**src/rtl/sprite_blitter.sv**
```systemverilog
// Sprite blitter: copies a page-major texture sprite into a page-organised frame buffer with clipping.
// Compile-time option BLIT_MERGE_EN: read-modify-write (OR) merge instead of overwrite.
module sprite_blitter #(
  parameter int FB_W     = 128,
  parameter int FB_PAGES = 8
) (
  input  logic       clk,
  input  logic       rst_n,
  input  logic       start,
  input  logic [9:0] base_addr,
  input  logic [5:0] spr_w,
  input  logic [1:0] spr_pages,
  input  logic [6:0] dst_x,
  input  logic [2:0] dst_page,
`ifdef BLIT_MERGE_EN
  input  logic [7:0] fb_rdata,
`endif
  output logic [9:0] tex_addr,
  input  logic [7:0] tex_data,
  output logic       fb_we,
  output logic [9:0] fb_addr,
  output logic [7:0] fb_wdata,
  output logic       busy,
  output logic       done
);

  typedef enum logic [2:0] {IDLE, COPY, RD, WR, DONE} state_t;

`ifdef BLIT_MERGE_EN
  localparam state_t FIRST = RD;
`else
  localparam state_t FIRST = COPY;
`endif

  state_t     state, state_nx;
  logic [5:0] w_q;
  logic [1:0] pages_q;
  logic [6:0] x_q;
  logic [2:0] dpage_q;
  logic [5:0] col_q;
  logic [1:0] page_q;
  logic [8:0] col_abs;
  logic [4:0] page_abs;
  logic       clip;
  logic       last_byte;
  logic       row_end;
  logic       advance;
  logic       empty_in;
  logic [9:0] dst_idx;
`ifdef BLIT_MERGE_EN
  logic [7:0] tex_lat_q;
`endif

  // Destination bounds are tested at full width so an overhanging sprite never wraps.
  function automatic logic clipped(input logic [8:0] cabs, input logic [4:0] pabs);
    return (cabs >= 9'(FB_W)) || (pabs >= 5'(FB_PAGES));
  endfunction

  function automatic logic [9:0] fb_index(input logic [8:0] cabs, input logic [4:0] pabs);
    return 10'(pabs) * 10'(FB_W) + 10'(cabs);
  endfunction

  assign col_abs   = {2'b00, x_q} + {3'b000, col_q};
  assign page_abs  = {2'b00, dpage_q} + {3'b000, page_q};
  assign clip      = clipped(col_abs, page_abs);
  assign dst_idx   = fb_index(col_abs, page_abs);
  assign row_end   = ({1'b0, col_q} + 7'd1) == {1'b0, w_q};
  assign last_byte = row_end && (({1'b0, page_q} + 3'd1) == {1'b0, pages_q});
  assign empty_in  = (spr_w == 6'd0) || (spr_pages == 2'd0);

  always_ff @(posedge clk or negedge rst_n) begin
    if (!rst_n) state <= IDLE;
    else        state <= state_nx;
  end

  always_comb begin
    state_nx = state;
    fb_we    = 1'b0;
    fb_addr  = 10'd0;
    fb_wdata = 8'd0;
    busy     = 1'b0;
    done     = 1'b0;
    advance  = 1'b0;
    case (state)
      IDLE: begin
        if (start) state_nx = empty_in ? DONE : FIRST;
      end
      COPY: begin
        busy     = 1'b1;
        fb_addr  = dst_idx;
        fb_wdata = tex_data;
        fb_we    = !clip;
        advance  = 1'b1;
        if (last_byte) state_nx = DONE;
      end
`ifdef BLIT_MERGE_EN
      RD: begin
        busy     = 1'b1;
        fb_addr  = dst_idx;
        state_nx = WR;
      end
      WR: begin
        busy     = 1'b1;
        fb_addr  = dst_idx;
        fb_wdata = tex_lat_q | fb_rdata;
        fb_we    = !clip;
        advance  = 1'b1;
        state_nx = last_byte ? DONE : RD;
      end
`endif
      DONE: begin
        busy     = 1'b1;
        done     = 1'b1;
        state_nx = IDLE;
      end
      default: state_nx = IDLE;
    endcase
  end

  // tex_addr doubles as the running texture pointer: bytes are fetched strictly in order.
  always_ff @(posedge clk or negedge rst_n) begin
    if (!rst_n) begin
      w_q      <= 6'd0;
      pages_q  <= 2'd0;
      x_q      <= 7'd0;
      dpage_q  <= 3'd0;
      col_q    <= 6'd0;
      page_q   <= 2'd0;
      tex_addr <= 10'd0;
    end else if (state == IDLE && start) begin
      w_q      <= spr_w;
      pages_q  <= spr_pages;
      x_q      <= dst_x;
      dpage_q  <= dst_page;
      col_q    <= 6'd0;
      page_q   <= 2'd0;
      tex_addr <= base_addr;
    end else if (advance && !last_byte) begin
      tex_addr <= tex_addr + 10'd1;
      if (row_end) begin
        col_q  <= 6'd0;
        page_q <= page_q + 2'd1;
      end else begin
        col_q  <= col_q + 6'd1;
      end
    end
  end

`ifdef BLIT_MERGE_EN
  always_ff @(posedge clk or negedge rst_n) begin
    if (!rst_n)           tex_lat_q <= 8'd0;
    else if (state == RD) tex_lat_q <= tex_data;
  end
`endif

endmodule

```
**config.mk**
```make
export PLATFORM = sky130hd
export DESIGN_NAME = sprite_blitter
export DESIGN_NICKNAME = d
export VERILOG_FILES = /design/src/rtl/sprite_blitter.sv
export SDC_FILE = /design/constraint.sdc
export NUM_CORES = 1
export LEC_CHECK = 0
export ABC_AREA = 1
export BUFFER_PORTS_ARGS = -buffer_cell sky130_fd_sc_hd__buf_4
export CAP_MARGIN = 20
export CORE_ASPECT_RATIO = 0.6
export CORE_UTILIZATION = 55
export CTS_CLUSTER_SIZE = 28
export DETAILED_ROUTE_END_ITERATION = 10
export MAX_ROUTING_LAYER = met4
export PLACE_DENSITY = 0.83
export SETUP_SLACK_MARGIN = 0.5
export SYNTH_ARGS = -nofsm -noshare
export SYNTH_HDL_FRONTEND = slang
export SYNTH_SLANG_ARGS = --single-unit
```
**constraint.sdc**
```tcl
create_clock -name clk -period 6.01 [get_ports clk]
set_input_delay 1.202 -clock clk [delete_from_list [all_inputs] [get_ports clk]]
set_output_delay 1.202 -clock clk [all_outputs]
set_load 0.02 [all_outputs]
```
* After elaboration in Yosys (flattened, before gate mapping) *
Cells that the tools add are included.

word-level totals
  bits in registers = 39
  input port bits = 39
  output and inout bits = 31
  word-level logic and storage cells = 57

cells by class
  equal/unequal tests = 6
  add/sub/neg operators = 8
  reduce and logical (&&, ||, !) cells = 15
  $lt $le $gt $ge = 2
  mux-type cells = 18

operators with widths
  kind                                                                    count
  10-bit two-way mux                                                      3
  6-bit two-way mux                                                       3
  10-bit by 1-bit adder with 10-bit output (second input constant)        1
  10-bit by 8-bit adder with 10-bit output                                1
  3-bit two-way mux                                                       3
  7-bit by 6-bit adder with 8-bit output                                  1
  8-bit greater-or-equal comparator (second input constant)               1
  8-bit two-way mux                                                       1
  6-bit by 1-bit adder with 7-bit output (second input constant)          1
  7-bit by 6-bit equality test with 1-bit output                          1
  6-bit by 1-bit adder with 6-bit output (second input constant)          1
  6-bit logical NOT                                                       1
  2-bit two-way mux                                                       3
  3-bit case mux with 2 select lines                                      1
  3-bit by 2-bit adder with 4-bit output                                  1
  4-bit greater-or-equal comparator (second input constant)               1
  1-bit two-way mux                                                       4
  2-bit != test (second input constant)                                   2
  2-bit AND reduction                                                     2
  2-bit nonzero test                                                      2
  2-bit by 1-bit adder with 3-bit output (second input constant)          1
  3-bit by 1-bit equality test with 1-bit output (second input constant)  1
  3-bit by 2-bit equality test with 1-bit output                          1
  3-bit equality test (second input constant)                             1
  7 further kinds                                                         11

* Depth between registers and ports, before layout *
Gate-level depths: netlist (run 1).

  word-level depth = 7
  mapped depth = 14

* Worst setup path before layout (run 1) *
Ideal clock, no wire load.

  path type = flip-flop to output port
  start = register col_q[2]
  end = output fb_addr[9]
  data arrival time = 2136 ps
  stages on the path, launching flop included = 13
  path slack = 2672 ps
  path through = dfrtp_1 ha_1 a21oi_1 nand2_1 nand2_1 nand2_1 a21oi_1 nor2_1 nor2_1 nor2_1 ha_1 ha_1 a21oi_1

on the way
  longest elaborated chain between the ends = 3

ends and longest elaborated chain
  element                                   line  text
  start, declared                           40    logic [5:0] col_q;
  start signal, assigned                    144   col_q <= col_q + 6'd1;
  7-bit by 6-bit adder with 8-bit output    63    assign col_abs = {2'b00, x_q} + {3'b000, col_q};
  10-bit by 8-bit adder with 10-bit output  60    return 10'(pabs) * 10'(FB_W) + 10'(cabs);
  10-bit two-way mux                        84    case (state)
  end, declared                             21    output logic [9:0] fb_addr,

Every way passes these cells.

* Worst setup path after layout (run 1) *
Same ends and word-level chain as after synthesis.

==> results of run 1 <==
==> final cells by class <==
type / instances / area, um^2 / area share, %
clock inverters: 1 / 5.00 / 0.155
multi-input cells: 264 / 1400 / 43.3
flip-flops and latches: 38 / 951 / 29.5
repair buffers: 70 / 546 / 16.9
well taps: 60 / 75.1 / 2.33
inverters: 43 / 163 / 5.05
clock buffers: 7 / 86.3 / 2.68
==> cells by family (layout without fill, tap and decap cells) <==
group	count (synthesis)	count (layout)	synth area share [%]
AOI/OAI and AO/OA	42	42	9.77
xor gates and xnor gates	10	10	3.42
adders and majority gates	18	18	9.38
buffers and inverters	53	121	8.40
DFF	38	38	37.1
and+or+nand+nor	194	194	31.9
==> Yosys cell counts (all sizes together) <==
| library cell | count |
|---|---|
| a21oi | 7 |
| and3 | 1 |
| buf | 3 |
| clkbuf | 7 |
| clkinv | 1 |
| dfrtp | 38 |
| fa | 2 |
| ha | 16 |
| inv | 42 |
| nand2 | 136 |
| nand3 | 24 |
| nand3b | 1 |
| nand4 | 3 |
| nor2 | 25 |
| nor3 | 2 |
| nor4 | 1 |
| o21ai | 34 |
| o21bai | 1 |
| or2 | 1 |
| xnor2 | 3 |
| xor2 | 7 |
==> worst max-delay path, delay by kind of cell (launching register included) <==
kind	cells	cell delay, ns
adders and majority gates	3	0.74
AOI/OAI and AO/OA	4	0.60
and+or+nand+nor	6	0.45
DFF	1	0.45
buffers and inverters	1	0.16
==> per-stage QoR <==
| stage | setup WS [ns] | util, % | hold WS (ns) | instance area (um^2) | instances |
|---|---|---|---|---|---|
| 6_report | 2.13 | 75.3 | 0.500 | 3220 | 483 |
| 5_1_grt | 1.84 | 75.3 | 0.529 | 3220 | 483 |
| 3_3_place_gp | 2.59 | 72.5 | 0.473 | 3100 | 474 |
| 3_5_place_dp | 2.46 | 72.5 | 0.480 | 3100 | 474 |
| 4_1_cts | 2.14 | 74.6 | 0.500 | 3190 | 482 |
| 2_1_floorplan | 2.67 | - | 0.455 | 2560 | 355 |
==> cells in the final DEF (no fill, tap or decap), drive strengths merged <==
cell type	synthesis	final
o21bai	1	1
nand2	136	136
nor2	25	25
xnor2	3	3
nor4	1	1
nand3b	1	1
o21ai	34	34
xor2	7	7
ha	16	16
nand3	24	24
nor3	2	2
clkinv	1	2
buf	3	70
clkbuf	7	7
a21oi	7	7
and3	1	1
fa	2	2
dfrtp	38	38
or2	1	1
inv	42	42
nand4	3	3
==> routing by layer <==
| layer | GRT usage, % | share of wire (%) | up-vias |
|---|---|---|---|
| met3 | 4.72 | 7.4 | 9 |
| met1 | 36.5 | 47 | 1139 |
| met5 | - | 0 | - |
| met4 | 7.53 | 0.73 | 0 |
| li1 | - | - | 1244 |
| met2 | 42.7 | 45 | 79 |
==> state kept, by name, summed over array words and instances (netlist names) <==
| name | flops |
|---|---|
| tex_addr | 10 |
| x_q | 7 |
| col_q | 6 |
| w_q | 6 |
| dpage_q | 3 |
| page_q | 2 |
| pages_q | 2 |
| state | 2 |
==> worst paths after layout <==
path	start	slack, ns	endpoint	cells after the start
max in group asynchronous	rst_n	4.79	pages_q[1]	1
min in group asynchronous	rst_n	0.87	w_q[3]	1
worst max register to register	state[0]	3.50	tex_addr[1]	9
worst min register to register	x_q[5]	0.50	x_q[5]	2
worst max-delay path	col_q[2]	2.13	fb_addr[9]	14
worst min-delay path	x_q[5]	0.50	x_q[5]	2
==> power breakdown <==
| group | internal (W) | switching [W] |
|---|---|---|
| combinational | 0.000313 | 0.000492 |
| clock | 0.0000926 | 0.0000901 |
| sequential | 0.000362 | 0.000104 |
==> results by group, run 1 <==
Floorplanning
  • Core Rows: 18
  • Starting density of the core: 59.9%
  • I/O pin total: 70
  • Vertical extent of the die: 54.9 um
  • Area enclosed by the die boundary: 0.00494 mm^2
  • Floorplan Core Area: 0.00428 mm^2
  • Die Width: 90.1 um

Clock tree
  • Number of buffers created by CTS: 5
  • # Post-CTS Setup Buffers: 0
  • Bufs on Longest Clock Path: 2
  • Hold bufs inserted after CTS: 0
  • Clock root cell: clkbuf_8
  • CTS tree: yes
  • Number of clock sinks: 38
  • Source-to-sink clock delay at the later pin of the worst-skew pair: 0.29 ns
  • Number of resized instances in the post-cts repair step: 0
  • H-tree depth: 2
  • Clock transition at the registers of the reported paths: 0.07 ns

Power and ir drop
  • Leakage Power: 1.79 nW
  • Total chip power: 0.00145 W
  • Peak supply drop: 0.000354 V
  • PwrDens: 452 mW/mm^2

Logic synthesis
  • Flip-flop and latch count after synthesis: 38
  • Post-synthesis sequential area ratio: 37.1%
  • Synthesized netlist cell count: 355
  • Cell area after synthesis: 0.00256 mm^2
  • Synth area leaders: dfrtp_1 (37%), nand2_1 (19%), ha_1 (7.8%)
  • Number of nets in the synthesized netlist: 412
  • Share of Yosys cell area claimed by the top area cell type: 37.1%
  • Cell taking the most area after synthesis: dfrtp_1
  • Synthesized area divided by synthesized cell count: 7.21 um^2
  • Yosys cell types: 29
  • Synth warn: 0

Timing
  • Total count of max-transition violations in the final report: 0
  • Post-route fraction of the period consumed by the critical path: 64.6%
  • Achievable frequency: 0.257 GHz
  • Tmin final: 3.88 ns
  • Worst slew margin: 45.2%
  • Worst Tran Pin Value: 0.820 ns
  • Worst clock skew: 0.00622 ns
  • Unrepaired setup endpoints after global routing: no
  • Setup TNS: 0 ns
  • Final Hold Vio Count: 0
  • Setup-failing EPs final: 0

Status
  • Status: finished clean

Setup path
  • Crit path max-delay cell type: dfrtp_1
  • Startpoint-to-endpoint class of the critical path: reg2out
  • Highest fanout seen on the critical path: 7
  • Capturing element type of the critical path: output pin
  • Critical path data arrival time: 2.68 ns
  • Required time of the critical path: 4.81 ns
  • Category of the worst setup path launch point: flip-flop
  • Largest stage delay on the critical path: 0.45 ns
  • Worst-path cell chain: ha_1 -> a21oi_1 -> nand2_1 -> nand2_1 -> nand2_1 -> a21oi_1 -> nor2_1 -> nor2_1 -> nor2_1 -> ha_1 -> ha_1 -> o21ai_0 -> a21oi_1 -> buf_4

Global route
  • Number of antenna violations at the first check in global routing: 0
  • Maximum number of pins on one net before global-route repair: 41
  • Vias in the first global route: 2,162
  • First-pass GRT wire length: 9790 um
  • Total overflow reported by the global router: 0
  • Total GRT Usage: 27.0%

Detailed routing
  • ANT nets after route: 0
  • Residual DRC count: 0
  • Initial DRC count: 143
  • Routed length per instance: 12.8 um
  • First drt pass iteration count: 4
  • Count of vias placed by the detailed router: 2,471
  • Routed WL: 6190 um
  • Detail-routed via count per cell: 5.12

Place
  • Final Wtd Congestion: 0.853
  • # port buffers: 69
  • Detailed Place HPWL: 4590 um

Layout
  • Ant. Diodes: 0
  • Nets: 479
  • Final-layout fill cell count: 329
  • Layout cells sized above 1: 24.3%
  • P&R area growth vs syn: 25.7%

Hold path
  • Worst min-delay path category: reg2reg

Run
  • Max Cap Violations: 0
Power figures use the tool's default switching activity.
==> run 2: changes to the inputs <==
Settings changed: CORE_UTILIZATION 55 to 48, PLACE_DENSITY 0.83 to 0.77.
Clock period 6.01 ns to 3.51 ns, I/O delays scaled along.
==> run 2 against run 1 <==
Compared with the run above: worst hold slack worse by 0.14 ns; cell area up 7.7%; worst setup slack worse by 1.9 ns; sequential power up 74%; die area grew 14%; power is 85% higher; critical path type unchanged; critical endpoint is now fb_addr[3]; highest routed layer unchanged.
==> results by group, run 2 (synthesis results as in run 1) <==
Status
  • Status: finished clean (unchanged)

Detailed routing
  • Met3 layer wire length in the routed design: 419 um (was 457 um)
  • ANT nets after route: 0 (unchanged)
  • Initial DRC count: 152 (was 143)
  • Top routing layer in use: met4 (unchanged)
  • Routed WL: 6940 um (was 6190 um)
  • First drt pass iteration count: 5 (was 4)
  • M1 WL: 3150 um (was 2900 um)
  • Routed length per instance: 13.7 um (was 12.8 um)
  • Detail-routed via count per cell: 5.12 (about the same)
  • Length of routed met2 wiring: 3230 um (was 2790 um)
  • Count of vias placed by the detailed router: 2,593 (was 2,471)
  • Residual DRC count: 0 (unchanged)

Clock tree
  • H-tree depth: 2 (unchanged)
  • Number of buffers created by CTS: 5 (unchanged)
  • Bufs on Longest Clock Path: 2 (unchanged)
  • Hold bufs inserted after CTS: 0 (unchanged)
  • Source-to-sink clock delay at the later pin of the worst-skew pair: 0.29 ns (about the same)
  • Clock transition at the registers of the reported paths: 0.07 ns (about the same)
  • Number of clock sinks: 38 (unchanged)
  • Clock root cell: clkbuf_8 (unchanged)
  • CTS tree: yes (unchanged)

Setup path
  • Worst setup endpoint: fb_addr[3] (was fb_addr[9])
  • Category of the worst setup path launch point: flip-flop (unchanged)
  • Critical path data arrival time: 2.63 ns (was 2.68 ns)
  • Capturing element type of the critical path: output pin (unchanged)
  • Crit Reg-Reg Startpoint: col_q[0] (was state[0])
  • Required time of the critical path: 2.81 ns (was 4.81 ns)
  • Path depth of the worst reg2reg path: 15 (was 9)
  • Worst reg2reg endpoint: tex_addr[7] (was tex_addr[1])
  • Logic depth of the worst setup path including buffers: 14 (unchanged)
  • Critical path buffers and inverters: 9 (was 1)
  • Largest stage delay on the critical path: 0.42 ns (was 0.45 ns)
  • Worst path top cell family by delay: buffers and inverters (was adder cells)
  • Crit path max-delay cell type: dfrtp_1 (unchanged)
  • Dominant cell type by count on the critical path: buf_4
  • Flop2flop setup slack: 1.17 ns (was 3.50 ns)
  • Launch point of the critical path: x_q[2] (was col_q[2])
  • Highest fanout seen on the critical path: 4 (was 7)
  • Worst-path cell chain: ha_4 -> a21oi_2 -> nand2_2 -> buf_4 -> buf_4 -> buf_4 -> buf_4 -> buf_4 -> buf_4 -> buf_4 -> buf_6 -> o21ai_2 -> a21oi_2 -> buf_4 (was ha_1 -> a21oi_1 -> nand2_1 -> nand2_1 -> nand2_1 -> a21oi_1 -> nor2_1 -> nor2_1 -> nor2_1 -> ha_1 -> ha_1 -> o21ai_0 -> a21oi_1 -> buf_4)
  • Startpoint-to-endpoint class of the critical path: reg2out (unchanged)

Timing
  • Achievable frequency: 0.300 GHz
  • Total count of max-transition violations in the final report: 0 (unchanged)
  • Worst clock skew: 0.00318 ns (was 0.00622 ns)
  • Setup-failing EPs final: 0 (unchanged)
  • Final Hold Vio Count: 0 (unchanged)
  • Post-route fraction of the period consumed by the critical path: 95.0%
  • Worst slew margin: 42.9% (was 45.2%)
  • Setup TNS: 0 ns (unchanged)
  • Unrepaired setup endpoints after global routing: yes (was no)
  • Tmin final: 3.33 ns
  • Worst Tran Pin Value: 0.857 ns (was 0.820 ns)

Place
  • # port buffers: 69 (unchanged)
  • Detailed Place HPWL: 4550 um (was 4590 um)
  • Final Wtd Congestion: 0.831 (was 0.853)

Power and ir drop
  • Fraction of power consumed by combinational cells: 58.1% (was 55.4%)
  • Seq pwr share: 30.2% (was 32.0%)
  • Internal cell power: 0.00143 W (was 0.000768 W)
  • Fraction of power consumed by the clock network: 11.8% (was 12.6%)
  • PwrDens: 778 mW/mm^2 (was 452 mW/mm^2)
  • Net Sw Frac: 46.9% (was 47.2%)
  • Leakage Power: 1.86 nW (was 1.79 nW)
  • Net switching power of the design: 0.00126 W (was 0.000686 W)
  • Peak supply drop: 0.000404 V (was 0.000354 V)

Global route
  • Number of antenna violations at the first check in global routing: 0 (unchanged)
  • Total GRT Usage: 25.4% (was 27.0%)
  • Total overflow reported by the global router: 0 (unchanged)
  • Maximum number of pins on one net before global-route repair: 39 (was 41)
  • First-pass GRT wire length: 10,500 um (was 9790 um)
  • Vias in the first global route: 2,245 (was 2,162)

Layout
  • Most frequent cells in the layout: nand2_1 (123), buf_4 (84), dfrtp_1 (35) (was nand2_1 (128), buf_4 (69), inv_1 (39))
  • Largest reg by FF count: tex_addr (unchanged)
  • Most common cell after layout, fill and taps aside: nand2_1 (unchanged)
  • Nets: 496 (was 479)
  • Largest register FFs: 10 (unchanged)
  • Final standard cell utilization of the core: 67.9% (was 75.3%)
  • Biggest regs: tex_addr x10, x_q x7 (unchanged)
  • P&R area growth vs syn: 35.4% (was 25.7%)
  • Layout cells sized above 1: 34.1% (was 24.3%)
  • Final-layout fill cell count: 433 (was 329)
  • Ant. Diodes: 0 (unchanged)

Run
  • Max Cap Violations: 0 (unchanged)

Floorplanning
  • Vertical extent of the die: 58.6 um (was 54.9 um)
  • Starting density of the core: 50.2% (was 59.9%)
  • I/O pin total: 70 (unchanged)
  • Die Width: 96.3 um (was 90.1 um)
  • Area enclosed by the die boundary: 0.00564 mm^2 (was 0.00494 mm^2)
  • Core Rows: 20 (was 18)
  • Floorplan Core Area: 0.00510 mm^2 (was 0.00428 mm^2)

Hold path
  • Worst min-delay path category: in2async (was reg2reg)
[run 2: cell count changes in the layout (fill, tap and decap cells not counted), moves of 3 or more]
| cell | delta |
|---|---|
| buf_4 | +15 |
| ha_1 | -6 |
| inv_1 | -6 |
| inv_2 | +6 |
| ha_4 | +5 |
| nand2_1 | -5 |
| nand2_2 | +5 |
| a21oi_1 | -3 |
| a21oi_2 | +3 |
| buf_6 | +3 |
| dfrtp_1 | -3 |
| dfrtp_2 | +3 |
| o21ai_0 | -3 |
[run 2: layout make-up]
class                           instances  area [um^2]  area share [%]
Clock inverter                          1         5.00           0.144
Timing Repair Buffer                   87          664            19.2
Inverter                               43          163            4.69
Tap cell                               66         82.6            2.38
Clock buffer                            7         86.3            2.49
Multi-Input combinational cell        264         1510            43.6
Sequential cell                        38          955            27.5
[run 2: stage by stage]
stage	instances	setup slack [ns]	power (W)	cell area, um^2	hold WS (ns)
after floorplan	355	0.672	0.00172	2560	0.406
after global placement	482	0.575	0.00210	3120	0.476
after detailed placement	482	0.430	0.00215	3120	0.473
after CTS	500	0.380	0.00256	3330	0.387
after global routing	506	0.139	0.00291	3470	0.395
final	506	0.176	0.00270	3470	0.361
[run 2: power by group through the flow]
stage	Clock [W]	Sequential [W]	Combinational (W)
after global routing	0.000338	0.000837	0.00174
after floorplan	0	0.000820	0.000904
final	0.000317	0.000813	0.00157
after CTS	0.000318	0.000797	0.00144
after global placement	0	0.000796	0.00131
after detailed placement	0	0.000804	0.00135
[run 2: how the worst min path moves through the flow]
stage / slack, ns / cells after the start / endpoint
after global routing: 0.40 / 1 / x_q[4]
after global placement: 0.48 / 2 / x_q[0]
after detailed placement: 0.47 / 2 / x_q[2]
after floorplan: 0.41 / 0 / col_q[0]
after CTS: 0.39 / 1 / x_q[6]
final: 0.36 / 1 / x_q[5]
[run 2: per-layer routing]
metal,vias to the layer above,track usage [%]
li1,1281,-
met2,86,38.5
met3,17,4.78
met4,0,5.04
met1,1209,35.7
met5,-,-
[run 2: worst reg2reg max path: stages, from the launching register on]
cell,delay (ns)
dfrtp_2,0.43
buf_4,0.16
ha_1,0.24
nand2_1,0.11
inv_2,0.06
nand2_2,0.09
nand2_1,0.06
nand2_1,0.05
nand2_1,0.05
nor2_2,0.18
nand4_1,0.13
nand2_2,0.13
nand2_4,0.23
inv_2,0.22
nand2_1,0.08
nand2_1,0.07
[run 2: repair_timing]
item,4_1_cts,5_1_grt
pin swaps,9,18
setup buffers,10,6
setup endpoints to repair,4,5
gates resized for setup,11,27
==> run 3: changes to the inputs <==
Settings changed: CORE_UTILIZATION 48 to 49, CTS_BUF_LIST from default to sky130_fd_sc_hd__clkbuf_2, PLACE_DENSITY 0.77 to 0.78, SLEW_MARGIN from default to 20.
==> run 3 against run 2 <==
Compared with the run above: power is 6.4% lower; count of clock-buffer cells in the layout is 1 lower; wire length is 3.6% lower; register-to-register slack worse by 0.03 ns; sequential cell count stayed put; worst hold slack worse by 0.14 ns; global-route usage is 1.3 points higher; combinational power is 3% lower; critical path depth stayed put; largest power group unchanged.
==> results by group, run 3 (synthesis results as in run 1) <==
Global route
  • First-pass GRT wire length: 10,800 um (was 10,500 um)
  • Vias in the first global route: 2,344 (was 2,245)
  • Total GRT Usage: 26.6% (was 25.4%)
  • Total overflow reported by the global router: 0 (unchanged)
  • Maximum number of pins on one net before global-route repair: 39 (unchanged)
  • Number of antenna violations at the first check in global routing: 0 (unchanged)

Layout
  • Nets: 489 (was 496)
  • Final-layout fill cell count: 394 (was 433)
  • Largest reg by FF count: tex_addr (unchanged)
  • Area taken by flip-flops and latches: 953 um^2 (was 955 um^2)
  • Largest register FFs: 10 (unchanged)
  • Biggest regs: tex_addr x10, x_q x7 (unchanged)
  • Most frequent cells in the layout: nand2_1 (127), buf_4 (77), inv_1 (36), dfrtp_1 (36), nand3_1 (23) (was nand2_1 (123), buf_4 (84), dfrtp_1 (35))
  • Final standard cell count with taps included and fillers excluded: 496 (was 506)
  • Area occupied by multi-input gates: 0.00149 mm^2 (was 0.00151 mm^2)
  • Most common cell after layout, fill and taps aside: nand2_1 (unchanged)
  • Ant. Diodes: 0 (unchanged)
  • P&R area growth vs syn: 30.2% (was 35.4%)
  • Layout cells sized above 1: 30.5% (was 34.1%)
  • Final standard cell area without fillers: 0.00333 mm^2 (was 0.00347 mm^2)

Clock tree
  • Source-to-sink clock delay at the later pin of the worst-skew pair: 0.40 ns (was 0.29 ns)
  • Bufs on Longest Clock Path: 2 (unchanged)
  • Number of buffers created by CTS: 5 (unchanged)
  • H-tree depth: 2 (unchanged)
  • Clock transition at the registers of the reported paths: 0.21 ns (was 0.07 ns)
  • CTS tree: yes (unchanged)
  • Number of clock sinks: 38 (unchanged)
  • Clock root cell: clkbuf_2 (was clkbuf_8)

Detailed routing
  • Residual DRC count: 0 (unchanged)
  • Routed length per instance: 13.5 um (was 13.7 um)
  • Initial DRC count: 114 (was 152)
  • First drt pass iteration count: 4 (was 5)
  • Count of vias placed by the detailed router: 2,523 (was 2,593)
  • ANT nets after route: 0 (unchanged)
  • Detail-routed via count per cell: 5.09 (was 5.12)
  • Routed WL: 6700 um (was 6940 um)

Timing
  • Tmin final: 3.26 ns (was 3.33 ns)
  • Worst Tran Pin Value: 0.536 ns (was 0.857 ns)
  • Unrepaired setup endpoints after global routing: yes (unchanged)
  • Total count of max-transition violations in the final report: 0 (unchanged)
  • Achievable frequency: 0.306 GHz (was 0.300 GHz)
  • Setup TNS: 0 ns (unchanged)
  • Setup-failing EPs final: 0 (unchanged)
  • Post-route fraction of the period consumed by the critical path: 93.0% (was 95.0%)
  • Worst clock skew: 0.0307 ns (was 0.00318 ns)
  • Worst slew margin: 64.2% (was 42.9%)
  • Final Hold Vio Count: 0 (unchanged)

Place
  • Cell total after placement: 479 (was 482)
  • Final Wtd Congestion: 0.794 (was 0.831)
  • Detailed Place HPWL: 4600 um (was 4550 um)
  • # port buffers: 69 (unchanged)
  • DP Area: 0.00312 mm^2 (about the same)

Floorplanning
  • Die Width: 95.3 um (was 96.3 um)
  • Floorplan Core Area: 0.00480 mm^2 (was 0.00510 mm^2)
  • Vertical extent of the die: 58 um (was 58.6 um)
  • Starting density of the core: 53.3% (was 50.2%)
  • I/O pin total: 70 (unchanged)
  • Area enclosed by the die boundary: 0.00553 mm^2 (was 0.00564 mm^2)
  • Core Rows: 19 (was 20)

Setup path
  • Critical path buffers and inverters: 1 (was 9)
  • Path depth of the worst reg2reg path: 13 (was 15)
  • Critical path data arrival time: 2.56 ns (was 2.63 ns)
  • Required time of the critical path: 2.81 ns (about the same)
  • Largest stage delay on the critical path: 0.48 ns (was 0.42 ns)
  • Dominant cell type by count on the critical path: ha_4 (was buf_4)
  • Worst-path cell chain: ha_4 -> a21oi_4 -> nand2_2 -> nand2_1 -> nand2_1 -> a21oi_2 -> nor2_2 -> nor2_2 -> nor2_4 -> ha_4 -> ha_4 -> o21ai_2 -> a21oi_1 -> buf_4 (was ha_4 -> a21oi_2 -> nand2_2 -> buf_4 -> buf_4 -> buf_4 -> buf_4 -> buf_4 -> buf_4 -> buf_4 -> buf_6 -> o21ai_2 -> a21oi_2 -> buf_4)
  • Logic depth of the worst setup path including buffers: 14 (unchanged)
  • Highest fanout seen on the critical path: 3 (was 4)
  • Startpoint-to-endpoint class of the critical path: reg2out (unchanged)
  • Worst path top cell family by delay: adder cells (was buffers and inverters)
  • Flop2flop setup slack: 1.14 ns (was 1.17 ns)
  • Category of the worst setup path launch point: flip-flop (unchanged)
  • Capturing element type of the critical path: output pin (unchanged)
  • Crit path max-delay cell type: dfrtp_2 (was dfrtp_1)

Power and ir drop
  • Leakage Power: 1.81 nW (was 1.86 nW)
  • Peak supply drop: 0.000612 V (was 0.000404 V)
  • PwrDens: 757 mW/mm^2 (was 778 mW/mm^2)

Run
  • Max Cap Violations: 0 (unchanged)

Status
  • Status: finished clean (unchanged)

Hold path
  • Worst min-delay path category: in2async (unchanged)
run 3: repair_timing:
action,in CTS,in global routing
pin swaps,14,5
cloned,0,0
setup endpoints to repair,6,7
buffers inserted,7,2
hold buffers,0,0
gates resized for setup,22,7
run 3: path summary, 6_finish.rpt:
path | from | endpoint
min in group clk | dst_x[3] | x_q[3]
worst max register to register | col_q[0] | tex_addr[2]
worst max-delay path | col_q[2] | fb_addr[9]
worst min register to register | dpage_q[0] | dpage_q[0]
worst min-delay path | rst_n | x_q[6]
max in group asynchronous | rst_n | col_q[0]
run 3: layout make-up:
type	instances	area share [%]
repair buffers	80	18.3
inverters	43	4.88
flip-flops and latches	38	28.6
well taps	63	2.36
multi-input cells	264	44.7
clock buffers	6	0.901
clock inverters	2	0.263
run 3: metrics by stage:
stage	hold slack, ns	util, %	power, W	worst slack [ns]
2_1_floorplan	0.406	-	0.00172	0.672
3_3_place_gp	0.478	65.0	0.00210	0.575
3_5_place_dp	0.477	65.0	0.00215	0.360
4_1_cts	0.239	68.6	0.00247	0.206
5_1_grt	0.236	69.4	0.00273	0.0930
6_report	0.224	69.4	0.00252	0.245
run 3: power by group:
group	total (W)	internal [W]	switching, W
Clock	0.000200	0.0000490	0.000151
Sequential	0.000794	0.000619	0.000175
Combinational	0.00153	0.000620	0.000911
Total	0.00252	0.00129	0.00124
run 3: per-layer routing:
| layer | wire [um] | global-route usage, % | vias up |
|---|---|---|---|
| met1 | 3180 | 37.8 | 1172 |
| met4 | 89 | 6.71 | 0 |
| met2 | 3000 | 38.4 | 68 |
| li1 | - | - | 1269 |
| met3 | 428 | 6.04 | 14 |
| met5 | 0 | - | - |
